[config.mk]
export PLATFORM = sky130hd
export DESIGN_NAME = uart_tx_fifo
export DESIGN_NICKNAME = d
export VERILOG_FILES = /design/src/rtl/uart_tx_fifo.sv
export SDC_FILE = /design/constraint.sdc
export NUM_CORES = 1
export LEC_CHECK = 0
export CAP_MARGIN = 10
export CORE_UTILIZATION = 50
export DETAILED_ROUTE_END_ITERATION = 16
export PLACE_DENSITY = 0.69
export SLEW_MARGIN = 15
export SYNTH_ARGS = -nofsm -noshare
export SYNTH_HDL_FRONTEND = slang
export SYNTH_SLANG_ARGS = --single-unit
[constraint.sdc]
create_clock -name clk -period 3.2 [get_ports clk]
set_clock_uncertainty 0.2 [all_clocks]
set_input_delay 0.96 -clock clk [delete_from_list [all_inputs] [get_ports clk]]
set_output_delay 0.96 -clock clk [all_outputs]
set_load 0.005 [all_outputs]
[src/rtl/uart_tx_fifo.sv]
// 8N1 UART transmitter fed by a small byte FIFO, frames sent back-to-back.
// Define UART_TX_PARITY_EN to insert an even-parity bit after the data bits.
module uart_tx_fifo #(
  parameter int CLK_DIV    = 868,
  parameter int FIFO_DEPTH = 4,
  parameter int FIFO_AW    = 2
) (
  input  logic             clk,
  input  logic             rst,
  input  logic [7:0]       tx_data,
  input  logic             tx_valid,
  output logic             tx_ready,
  output logic             uart_tx,
  output logic             tx_busy,
  output logic [FIFO_AW:0] fifo_count
);

  localparam int BW = $clog2(CLK_DIV);
  localparam logic [BW-1:0] BAUD_MAX = BW'(CLK_DIV - 1);
  localparam logic [FIFO_AW:0] CNT_FULL = (FIFO_AW + 1)'(FIFO_DEPTH);

`ifdef UART_TX_PARITY_EN
  typedef enum logic [2:0] {IDLE, START, DATA, PARITY, STOP} state_t;
`else
  typedef enum logic [2:0] {IDLE, START, DATA, STOP} state_t;
`endif

  state_t state;
  state_t state_nxt;

  logic [7:0]         mem [FIFO_DEPTH];
  logic [FIFO_AW-1:0] wptr;
  logic [FIFO_AW-1:0] rptr;
  logic [7:0]         head;
  logic               push;
  logic               pop;
  logic               cnt_nz;

  logic [BW-1:0] baud;
  logic          tick;
  logic [2:0]    bit_idx;
  logic [7:0]    shift;
  logic          tx_nxt;

`ifdef UART_TX_PARITY_EN
  logic          par;
`endif

  assign cnt_nz   = (fifo_count != '0);
  assign tx_ready = (fifo_count < CNT_FULL);
  assign push     = tx_valid && tx_ready;
  assign head     = mem[rptr];
  assign tick     = (baud == BAUD_MAX);

  always_ff @(posedge clk) begin
    if (push) mem[wptr] <= tx_data;
  end

  always_ff @(posedge clk) begin
    if (rst) begin
      wptr       <= '0;
      rptr       <= '0;
      fifo_count <= '0;
    end else begin
      if (push) wptr <= wptr + FIFO_AW'(1);
      if (pop)  rptr <= rptr + FIFO_AW'(1);
      unique case ({push, pop})
        2'b10:   fifo_count <= fifo_count + 1'b1;
        2'b01:   fifo_count <= fifo_count - 1'b1;
        default: ;
      endcase
    end
  end

  always_ff @(posedge clk) begin
    if (rst) begin
      state   <= IDLE;
      uart_tx <= 1'b1;
      baud    <= '0;
      bit_idx <= '0;
      shift   <= '0;
    end else begin
      state   <= state_nxt;
      uart_tx <= tx_nxt;
      baud    <= (state == IDLE || tick) ? '0 : baud + 1'b1;
      if (pop)
        shift <= head;
      else if (state == DATA && tick)
        shift <= {1'b0, shift[7:1]};
      if (state == START)
        bit_idx <= '0;
      else if (state == DATA && tick)
        bit_idx <= bit_idx + 3'd1;
    end
  end

`ifdef UART_TX_PARITY_EN
  always_ff @(posedge clk) begin
    if (rst)      par <= 1'b0;
    else if (pop) par <= ^head;
  end
`endif

  always_comb begin
    state_nxt = state;
    unique case (state)
      IDLE:  if (cnt_nz) state_nxt = START;
      START: if (tick) state_nxt = DATA;
`ifdef UART_TX_PARITY_EN
      DATA:   if (tick && bit_idx == 3'd7) state_nxt = PARITY;
      PARITY: if (tick) state_nxt = STOP;
`else
      DATA:  if (tick && bit_idx == 3'd7) state_nxt = STOP;
`endif
      STOP:  if (tick) state_nxt = cnt_nz ? START : IDLE;
      default: state_nxt = IDLE;
    endcase
  end

  // Line level is computed one cycle ahead so uart_tx comes straight from a flop
  always_comb begin
    pop    = 1'b0;
    tx_nxt = uart_tx;
    unique case (state)
      IDLE: begin
        tx_nxt = 1'b1;
        if (cnt_nz) begin
          pop    = 1'b1;
          tx_nxt = 1'b0;
        end
      end
      START: if (tick) tx_nxt = shift[0];
      DATA: begin
        if (tick) begin
          if (bit_idx == 3'd7)
`ifdef UART_TX_PARITY_EN
            tx_nxt = par;
`else
            tx_nxt = 1'b1;
`endif
          else
            tx_nxt = shift[1];
        end
      end
`ifdef UART_TX_PARITY_EN
      PARITY: if (tick) tx_nxt = 1'b1;
`endif
      STOP: begin
        if (tick) begin
          if (cnt_nz) begin
            pop    = 1'b1;
            tx_nxt = 1'b0;
          end else begin
            tx_nxt = 1'b1;
          end
        end
      end
      default: tx_nxt = 1'b1;
    endcase
  end

  assign tx_busy = (state != IDLE) || cnt_nz;

endmodule

**Word-level counts from Yosys, hierarchy flattened**

Memories as Yosys holds them, arrays and structs flattened. A register that Yosys moved wholly into a read port is not among the register bits.
Cells that the tools add are included.

- Eq/ne operators: 12
- Order comparisons: 1
- Add/subtract/negate cells: 6
- Reduce and logical (&&, ||, !) cells: 14
- Muxes and demuxes: 22

Operator list:

| cell | count |
|---|---|
| 8-bit 2-to-1 mux | 2 |
| 3-bit 2-to-1 mux | 4 |
| 3-bit case mux with 4 select lines | 1 |
| 10-bit by 1-bit adder with 10-bit output, second input constant | 1 |
| 10-bit == test, second input constant | 1 |
| 1-bit 2-to-1 mux | 10 |
| 2-bit != test, second input constant | 4 |
| 3-bit by 1-bit adder with 3-bit output, second input constant | 2 |
| 3-bit by 2-bit == test with 1-bit output, second input constant | 2 |
| 3-bit case mux with 2 select lines | 1 |
| 3-bit nonzero test | 2 |
| 2-bit by 1-bit adder with 2-bit output, second input constant | 2 |
| 2-bit 2-to-1 mux | 2 |
| 1-bit case mux with 4 select lines | 1 |
| 4-bit AND reduction | 1 |
| 2-bit nonzero test | 2 |
| 2-bit OR reduction | 2 |
| 3-bit by 1-bit == test with 1-bit output, second input constant | 1 |
| 3-bit == test, second input constant | 1 |
| 1-bit logical AND | 3 |
| 3-bit zero test | 1 |
| 3-bit < comparator, second input constant | 1 |
| 3-bit AND reduction | 1 |
| 3-bit by 1-bit subtractor with 3-bit output, second input constant | 1 |
| other kinds (5) | 6 |

- Register bits after elaboration: 32
- Input port bits: 11
- Memory bits (writable): 32
- Memories: 1
- Output and inout bits: 6
- Logic and storage cells: 64

Memory list:

| name | depth | width | read ports | clocked after Yosys merged registers in | write ports | RTL line | RTL |
|---|---|---|---|---|---|---|---|
| mem | 4 | 8 | 1 | 1 | 1 | 31 | `logic [7:0] mem [FIFO_DEPTH];` |

**Logic depth before layout (Yosys ltp)**

Gate-level depths: netlist of the first run.

- Depth in word-level cells: 6
- Depth in mapped cells: 13
- Depth with buffers taken out: 11

**Least setup slack after synthesis of the first run**

No wires, ideal clock.

- Path type: register to register
- From: register baud[0]
- To: register fifo_count[2]
- Period minus slack after synthesis: 2,848 ps
- Setup time: 71 ps
- Data arrival time: 2,578 ps
- Setup slack: 352 ps
- Buffers on the path: 1
- Required time: 2,929 ps
- Stages on the path, launching flop included: 13
- Cells stage by stage: dfxtp_1 -> ha_1 -> and4b_4 -> a41oi_4 -> or2_1 -> buf_6 -> inv_6 -> ha_1 -> inv_1 -> fa_1 -> xor2_1 -> or3_1 -> a21oi_1

- Word-level cells in the longest chain between the ends: 5
- Elaborated cells on any way between the ends: 7
- Classes of those cells: eq/ne: 3; mux: 3; reduce/logical: 1

Ends and longest elaborated chain:

| element | RTL line | RTL |
|---|---|---|
| start: declaration | 39 | `logic [BW-1:0] baud;` |
| start signal: assignment | 85 | `baud <= (state == IDLE \|\| tick) ? '0 : baud + 1'b1;` |
| 10-bit == test (*) | 53 | `assign tick = (baud == BAUD_MAX);` |
| 1-bit 2-to-1 mux (*) | 149 | `if (tick) begin` |
| 1-bit case mux with 2 select lines (*) | 124 | `unique case (state)` |
| via pop | 36 | `logic pop;` |
| 2-bit by 1-bit == test with 1-bit output or 2-bit == test (tied branches) | 67 | `unique case ({push, pop})` |
| 3-bit case mux with 2 select lines or 2-bit nonzero test (tied branches) | - |  |
| end signal: assignment | 68 | `2'b10: fifo_count <= fifo_count + 1'b1;` |
| end signal: assignment | 69 | `2'b01: fifo_count <= fifo_count - 1'b1;` |
| end: declaration | 15 | `output logic [FIFO_AW:0] fifo_count` |

The timed path passes the listed nets; every way through them passes the cells marked *.
A chain may end at the register's enable or synchronous reset.

**Worst setup path after layout of the first run**

Ends and elaborated chain as after synthesis.

==> results list, run 1 <==
- In this run the cell area of the synthesized design comes to 2841 sq um.
- Cell count after synthesis: 219
- Relative to the synthesized area, the layout overhead comes to 14.36%.
- Detailed-placement wirelength estimate: 3183 um
- The biggest area contributor in the post-synthesis netlist is sky130_fd_sc_hd__edfxtp_1.
- In this run the deepest clock path goes through 2 buffers.
- In this run the remaining antenna-violating nets after routing total 0.
* Cell-by-cell listing of the critical path: ha_1, and4b_4, a41oi_4, or2_1, inv_6, ha_1, inv_1, fa_1, xor2_1, or3_1, a21oi_1
- Post-synthesis cell type count: 42
* Final setup viols: 0
* Length of the first detailed-routing pass in iterations: 4
- Number of top-level pins: 17
- Beginning of the worst register-to-register path: baud[0]
- In the routed layout, each cell is associated on average with a via count of 5.270.
* Final-layout setup total negative slack: 0 ns
* Crit share post-route: 0.9361
- During synthesis, Yosys emitted a total of 0 warnings.
- Final antenna diode count: 0
- Final Hold Fails: 0
- In the final design database the tool counted 265 nets.
- STA classifies the critical path startpoint as a flip-flop.
- Max cap viols: 0
- Maximum number of pins on one net before global-route repair: 16
- Hold Crit Endpoint: baud[0]
* Top cell types by occurrence after synthesis: sky130_fd_sc_hd__dfxtp_1 (33), sky130_fd_sc_hd__edfxtp_1 (32), sky130_fd_sc_hd__nor2_1 (19)
- Proportion of layout cells with a drive suffix above 1: 0.1463
* Total GRT Usage: 0.1771
- Worst Min Path Start: baud[0]
* Crit path buffers/inverters: 2
- Standard cell with the maximum stage delay on the critical path: sky130_fd_sc_hd__fa_1
- For this block, the via count after detailed routing is 1676.
- The kind of cell with the highest combined delay along the critical path is simple AND/OR/NAND/NOR gates.
* Row count: 27
- Wire length of the first global-routing pass: 7776 um
* Weighted congestion reported at the end of routability-driven placement: 0.7181
- Clock tree root driver cell: sky130_fd_sc_hd__clkbuf_8
- Count of pins over their slew limit: 0
- Once layout is complete, the utilization of the core stands at 0.5901.
- At the later pin of the worst-skew pair, clock insertion delay measures 0.34 ns.
* Synthesized flop and latch total: 65
- GRT Residual Overflow: 0
* Most numerous cell in the Yosys netlist: sky130_fd_sc_hd__dfxtp_1
- At the worst endpoint, the required time is 3.27 ns.
- Static timing analysis puts the maximum clock frequency at 333.8 MHz.
- Crit path DAT: 3.06 ns
- Share of flip-flops with an asynchronous set or reset after synthesis: 0
- After synthesis, the mean cell area works out to 12.97 sq um.
* Worst hold path class: flip-flop to flip-flop
* Initial Util: 0.5160
* Rel. slew slack: 0.5895
- Nature of the critical path endpoint: flip-flop
- After clock tree synthesis, the flow added hold-fix buffers numbering 0.
* Drt drc: 0
- Standby leakage power: 0.001128 uW
* Buffers inserted during post-CTS setup optimization: 0
- Core ar.: 5507 sq um
- Floorplan die area: 5988 sq um
* Register clock-pin slew on the reported worst setup and hold paths: 0.07 ns
- Port-buffer cells: 16
- Pwr per Cell Area: 830.3 nW/um^2
* H-tree depth reported by CTS: 3
- Clock buffer count from CTS: 9
- Setup repair after global routing left no endpoint under its margin.
- By instance count, the cell type seen most on the critical path is sky130_fd_sc_hd__ha_1.
- IR analysis of the VDD net gives a maximum drop of 0.5017 mV.
- Worst reg2reg path depth: 11
* EDFF count, synth: 32
* Worst hold path stage count: 1
- Vertical die dimension: 77.39 um
* Shortest period the worst path allows: 2.996 ns
- In this run the horizontal extent of the chip is 77.39 um.
* Run status: finished, final reports clean
- After filler insertion, the fill cell instance count of the layout stands at 459.
* WL/cell: 14.36 um
- By area the synthesized netlist is led by sky130_fd_sc_hd__edfxtp_1 (34%), sky130_fd_sc_hd__dfxtp_1 (23%), sky130_fd_sc_hd__mux4_2 (6.3%).
- The number of gates resized after CTS was 0.
* DR iter-0 viols: 63
* Highest net fanout along the worst path: 10
- Antenna violations before repair: 0
* Clock sinks: 65
* Number of global-route vias before repair: 1663
- Total wire length after detailed routing: 4565 um
- TritonCTS clock tree: yes
- Seq/Total Area, Yosys: 0.5707
- Crit Path Class: flip-flop to flip-flop
- Fraction of post-synthesis cell area in the top cell type by area: 0.3382
* Net count of the mapped netlist: 243
* Slack of the worst reg-to-reg path: 0.20 ns
* End of the worst register-to-register path: fifo_count[2]
* Transition time of the tightest slew-check pin: 0.6158 ns
- Largest stage delay on the critical path: 0.37 ns
* Most common flop cell mapped by yosys: sky130_fd_sc_hd__dfxtp_1
[per-stage QoR]
| step | cells | cell area, sq um | power, uW | hold slack (ns) | worst slack (ns) |
|---|---|---|---|---|---|
| 2_1_floorplan | 219 | 2841 | 1859 | 0.2132 | 0.3515 |
| 3_3_place_gp | 302 | 3072 | 2094 | 0.2239 | 0.2328 |
| 3_5_place_dp | 302 | 3072 | 2107 | 0.2377 | 0.1659 |
| 4_1_cts | 318 | 3249 | 2733 | 0.2475 | 0.1934 |
| 5_1_grt | 318 | 3249 | 2882 | 0.2738 | 0.03145 |
| 6_report | 318 | 3249 | 2698 | 0.2511 | 0.2043 |
[flip-flops by register name (all words and copies together), names as in the netlist, named ones only]
| signal | cells |
|---|---|
| shift | 8 |
| rptr | 2 |
| state | 2 |
| wptr | 2 |
| uart_tx | 1 |
| bit_idx | 3 |
| fifo_count | 3 |
| mem | 32 |
| baud | 10 |
[layout by cell type (no fill, tap or decap), types with 5 or more instances in the layout]
| cell type | instances |
|---|---|
| sky130_fd_sc_hd__a211oi_1 | 8 |
| sky130_fd_sc_hd__xor2_1 | 8 |
| sky130_fd_sc_hd__clkdlybuf4s50_1 | 16 |
| sky130_fd_sc_hd__mux4_2 | 8 |
| sky130_fd_sc_hd__clkbuf_8 | 9 |
| sky130_fd_sc_hd__mux2i_1 | 11 |
| sky130_fd_sc_hd__edfxtp_1 | 32 |
| sky130_fd_sc_hd__nor2_1 | 19 |
| sky130_fd_sc_hd__inv_1 | 12 |
| sky130_fd_sc_hd__nor3_1 | 12 |
| sky130_fd_sc_hd__a21oi_1 | 5 |
| sky130_fd_sc_hd__dfxtp_1 | 33 |
| sky130_fd_sc_hd__ha_1 | 12 |
[report_power, final]
group / switching (uW) / leakage [uW] / internal [uW] / total (uW)
sequential: 109 / 0.000563 / 1040 / 1140
combinational: 462 / 0.000481 / 474 / 936
clock: 328 / 0.0000839 / 290 / 618
total: 899 / 0.00113 / 1800 / 2700
[how the worst max path moves through the flow]
| stage | endpoint | slack (ns) | startpoint | cells past startpoint |
|---|---|---|---|---|
| 2_1_floorplan | fifo_count[2] | 0.35 | baud[0] | 12 |
| 3_3_place_gp | fifo_count[2] | 0.23 | tx_valid | 9 |
| 3_5_place_dp | fifo_count[2] | 0.17 | tx_valid | 9 |
| 4_1_cts | fifo_count[2] | 0.19 | baud[0] | 11 |
| 5_1_grt | fifo_count[2] | 0.03 | baud[0] | 11 |
| 6_report | fifo_count[2] | 0.20 | baud[0] | 11 |
[layout make-up]
class	instances	area, sq um	share of cell area
tap	72	90.09	0.02772
multi-input combinational	132	1116	0.3435
timing repair buffer	20	190.2	0.05853
inverter	13	53.80	0.01656
clock buffer	10	127.6	0.03928
clock inverter	6	50.05	0.01540
sequential	65	1622	0.4990
[logic make-up after synthesis]
| family | share of synthesized area |
|---|---|
| adders and majority gates | 0.05988 |
| and+or+nand+nor | 0.1259 |
| xor gates and xnor gates | 0.03699 |
| AOI/OAI and AO/OA | 0.05725 |
| buffers and inverters | 0.03654 |
| DFF | 0.5707 |
| muxes | 0.1127 |
[routing by layer]
metal | vias up | global-route usage | share of wire
met3 | 4 | 0.07412 | 0.036
li1 | 847 | - | -
met5 | - | 0 | 0
met4 | 0 | 0.07358 | 0.0088
met2 | 22 | 0.2876 | 0.49
met1 | 803 | 0.2060 | 0.47
Power figures use the tool's default switching activity.
==> run 2: changes to the inputs <==
ABC_CLOCK_PERIOD_IN_PS = 3200   (was default)
==> results of run 2 <==
No change in the layout: final DEF, timing and power equal those of run 1.
==> run 3: changes to the inputs <==
RECOVER_POWER = 25   (was default)
SETUP_SLACK_MARGIN = 0.02   (was default)
SLEW_MARGIN = default   (was 15)
==> results list, run 3 (synthesis results as in run 1) <==
* Run status: finished, final reports clean
- The via total after detailed routing is 1676 (unchanged).
- Slack of the worst reg-to-reg path: 0.20 ns (about the same)
* Rel. slew slack: 0.5895 (unchanged)
* Final antenna diode count: 0 (unchanged)
- CTS placed an instance of sky130_fd_sc_hd__clkbuf_8 at the clock tree root.
* End of the worst register-to-register path: fifo_count[2]
- Shortest period the worst path allows: 2.996 ns (unchanged)
- Setup repair after global routing left no endpoint under its margin.
* Setup slack at placement: 0.1659 ns (unchanged)
- Wire length of the first global-routing pass: 7776 um (unchanged)
- Crit path buffers/inverters: 2 (unchanged)
* Final-layout setup total negative slack: 0 ns (unchanged)
* Standby leakage power: 0.001130 uW (+0.16%)
- Crit Path Class: flip-flop to flip-flop
* Highest achievable clock rate: 333.8 MHz (unchanged)
- TritonCTS clock tree: yes
- Tracing the worst setup path back leads to its startpoint at baud[0].
* H-tree depth reported by CTS: 3 (unchanged)
- Nature of the critical path endpoint: flip-flop
- The worst reg2reg path depth was 11 (unchanged).
- The number of buffers added to fix hold violations after cts is 0 (unchanged).
- In this run the critical register-to-register path is launched from baud[0].
- Cell count after placement: 302 (unchanged)
- Floorplan die area: 5988 sq um (unchanged)
- The number of flip-flops under the largest register name was 32 (unchanged).
* Pwr per Cell Area: 829.8 nW/um^2 (about the same)
- Largest registers: mem x32, baud x10, shift x8
- Total GRT Usage: 0.1771 (unchanged)
- The number of buffers between clock root and the deepest sink was 2 (unchanged).
* Standard cell with the maximum stage delay on the critical path: sky130_fd_sc_hd__fa_1
- Insertion delay to the later sink of the worst-skew pair: 0.34 ns (about the same)
* Worst vdd rail ir drop: 0.4995 mV (-0.43%)
- Count of pins over their slew limit: 0 (unchanged)
- Leaving out fill and tap cells, the most frequent cell in the layout is sky130_fd_sc_hd__dfxtp_1.
- Initial Util: 0.5160 (unchanged)
* Antenna violations before repair: 0 (unchanged)
- The die outline width was 77.39 um (unchanged).
- The clock-pin slew on the worst setup and hold paths was 0.07 ns (about the same).
- Vertical die dimension: 77.39 um (unchanged)
- The post-layout net count is 265 (unchanged).
- Length of the first detailed-routing pass in iterations: 4 (unchanged)
* PnR worst setup slack: 0.2043 ns (unchanged)
* Hold Crit Endpoint: baud[0]
- Post-CTS resize count: 0 (unchanged)
- Area grow syn2layout: 14.36% (unchanged)
* Worst hold path stage count: 1 (unchanged)
- The total wirelength of the detailed-routed design is 4564 um (about the same).
- Crit path DAT: 3.06 ns (about the same)
- The post-layout total power came to 2696 uW (about the same).
* Critical path launch point type: flip-flop
- Worst Min Path Start: baud[0]
- Buffers inserted during post-CTS setup optimization: 0 (unchanged)
- Maximum number of pins on one net before global-route repair: 16 (unchanged)
* Final instance count without filler cells: 318 (unchanged)
- Drt drc: 0 (unchanged)
- The area of the core was 5507 sq um (unchanged).
- In the layout the commonest cells are sky130_fd_sc_hd__dfxtp_1 (33), sky130_fd_sc_hd__edfxtp_1 (32), sky130_fd_sc_hd__nor2_1 (19).
- Max cap viols: 0 (unchanged)
- More flip-flops sit in one register than any other, and that register is mem.
* Highest net fanout along the worst path: 10 (unchanged)
- The detailed-route wire length per cell came to 14.35 um (about the same).
- The filler cell count came to 459 (unchanged).
- The ratio of routed vias to standard cells was 5.270 (unchanged).
- DR iter-0 viols: 63 (unchanged)
* Crit share post-route: 0.9361 (unchanged)
* Port-buffer cells: 16 (unchanged)
- The count of pins on the block boundary came to 17 (unchanged).
- Weighted congestion reported at the end of routability-driven placement: 0.7181 (unchanged)
* Required time of the worst setup path: 3.27 ns (about the same)
- The transition time of the tightest slew-check pin was 0.6158 ns (unchanged).
* GRT Residual Overflow: 0 (unchanged)
* Top delay family on crit path: simple AND/OR/NAND/NOR gates
- Clock buffer count from CTS: 9 (unchanged)
* Row count: 27 (unchanged)
- The tightest min-delay check is of the flip-flop to flip-flop type.
- Antenna Nets Post-Route: 0 (unchanged)
- The final hold violation count is 0 (unchanged).
* Cell-by-cell listing of the critical path: ha_1, and4b_4, a41oi_4, or2_1, inv_6, ha_1, inv_1, fa_1, xor2_1, or3_1, a21oi_1
- The longest individual stage delay on the worst path came to 0.37 ns (about the same).
* Clock sinks: 65 (unchanged)
* Final setup viols: 0 (unchanged)
* Detailed-placement wirelength estimate: 3183 um (unchanged)
* Number of global-route vias before repair: 1663 (unchanged)
* Proportion of layout cells with a drive suffix above 1: 0.1463 (unchanged)
- Among the stages of the critical path, the cell type that occurs most often is sky130_fd_sc_hd__ha_1.
run 3: cell count changes in the layout (fill, tap and decap cells not counted), sizes merged:
cell	delta
clkdlybuf4s50	-7
dlygate4sd3	+7
run 3: power breakdown:
part | total (uW) | internal [uW] | switching, uW
Combinational | 934 | 472 | 462
Clock | 618 | 290 | 328
Sequential | 1140 | 1040 | 109
run 3: per-stage QoR:
stage                     hold slack, ns  utilization  cell area [sq um]
after floorplan                   0.2132            -               2841
after global placement            0.2239       0.5578               3072
after detailed placement          0.2377       0.5578               3072
after CTS                         0.2475       0.5901               3249
after global routing              0.2738       0.5901               3249
final                             0.2511       0.5901               3249
run 3: worst max path at each step:
stage / endpoint / slack [ns] / cells past startpoint
floorplan: fifo_count[2] / 0.35 / 12
global placement: fifo_count[2] / 0.23 / 9
detailed placement: fifo_count[2] / 0.17 / 9
CTS: fifo_count[2] / 0.19 / 11
global route: fifo_count[2] / 0.03 / 11
finish: fifo_count[2] / 0.20 / 11
run 3: layer usage:
layer | global-route usage | vias to the layer above | part of all wire
met5 | 0 | - | 0
met4 | 0.07358 | 0 | 0.0088
met3 | 0.07412 | 4 | 0.036
met2 | 0.2876 | 22 | 0.49
met1 | 0.2060 | 803 | 0.47
li1 | - | 847 | -
run 3: cell type report:
| type | instances | area [sq um] | area share |
|---|---|---|---|
| repair buffers | 20 | 190.2 | 0.05853 |
| flip-flops and latches | 65 | 1622 | 0.4990 |
| inverters | 13 | 53.80 | 0.01656 |
| well taps | 72 | 90.09 | 0.02772 |
| multi-input cells | 132 | 1116 | 0.3435 |
| clock inverters | 6 | 50.05 | 0.01540 |
| clock buffers | 10 | 127.6 | 0.03928 |
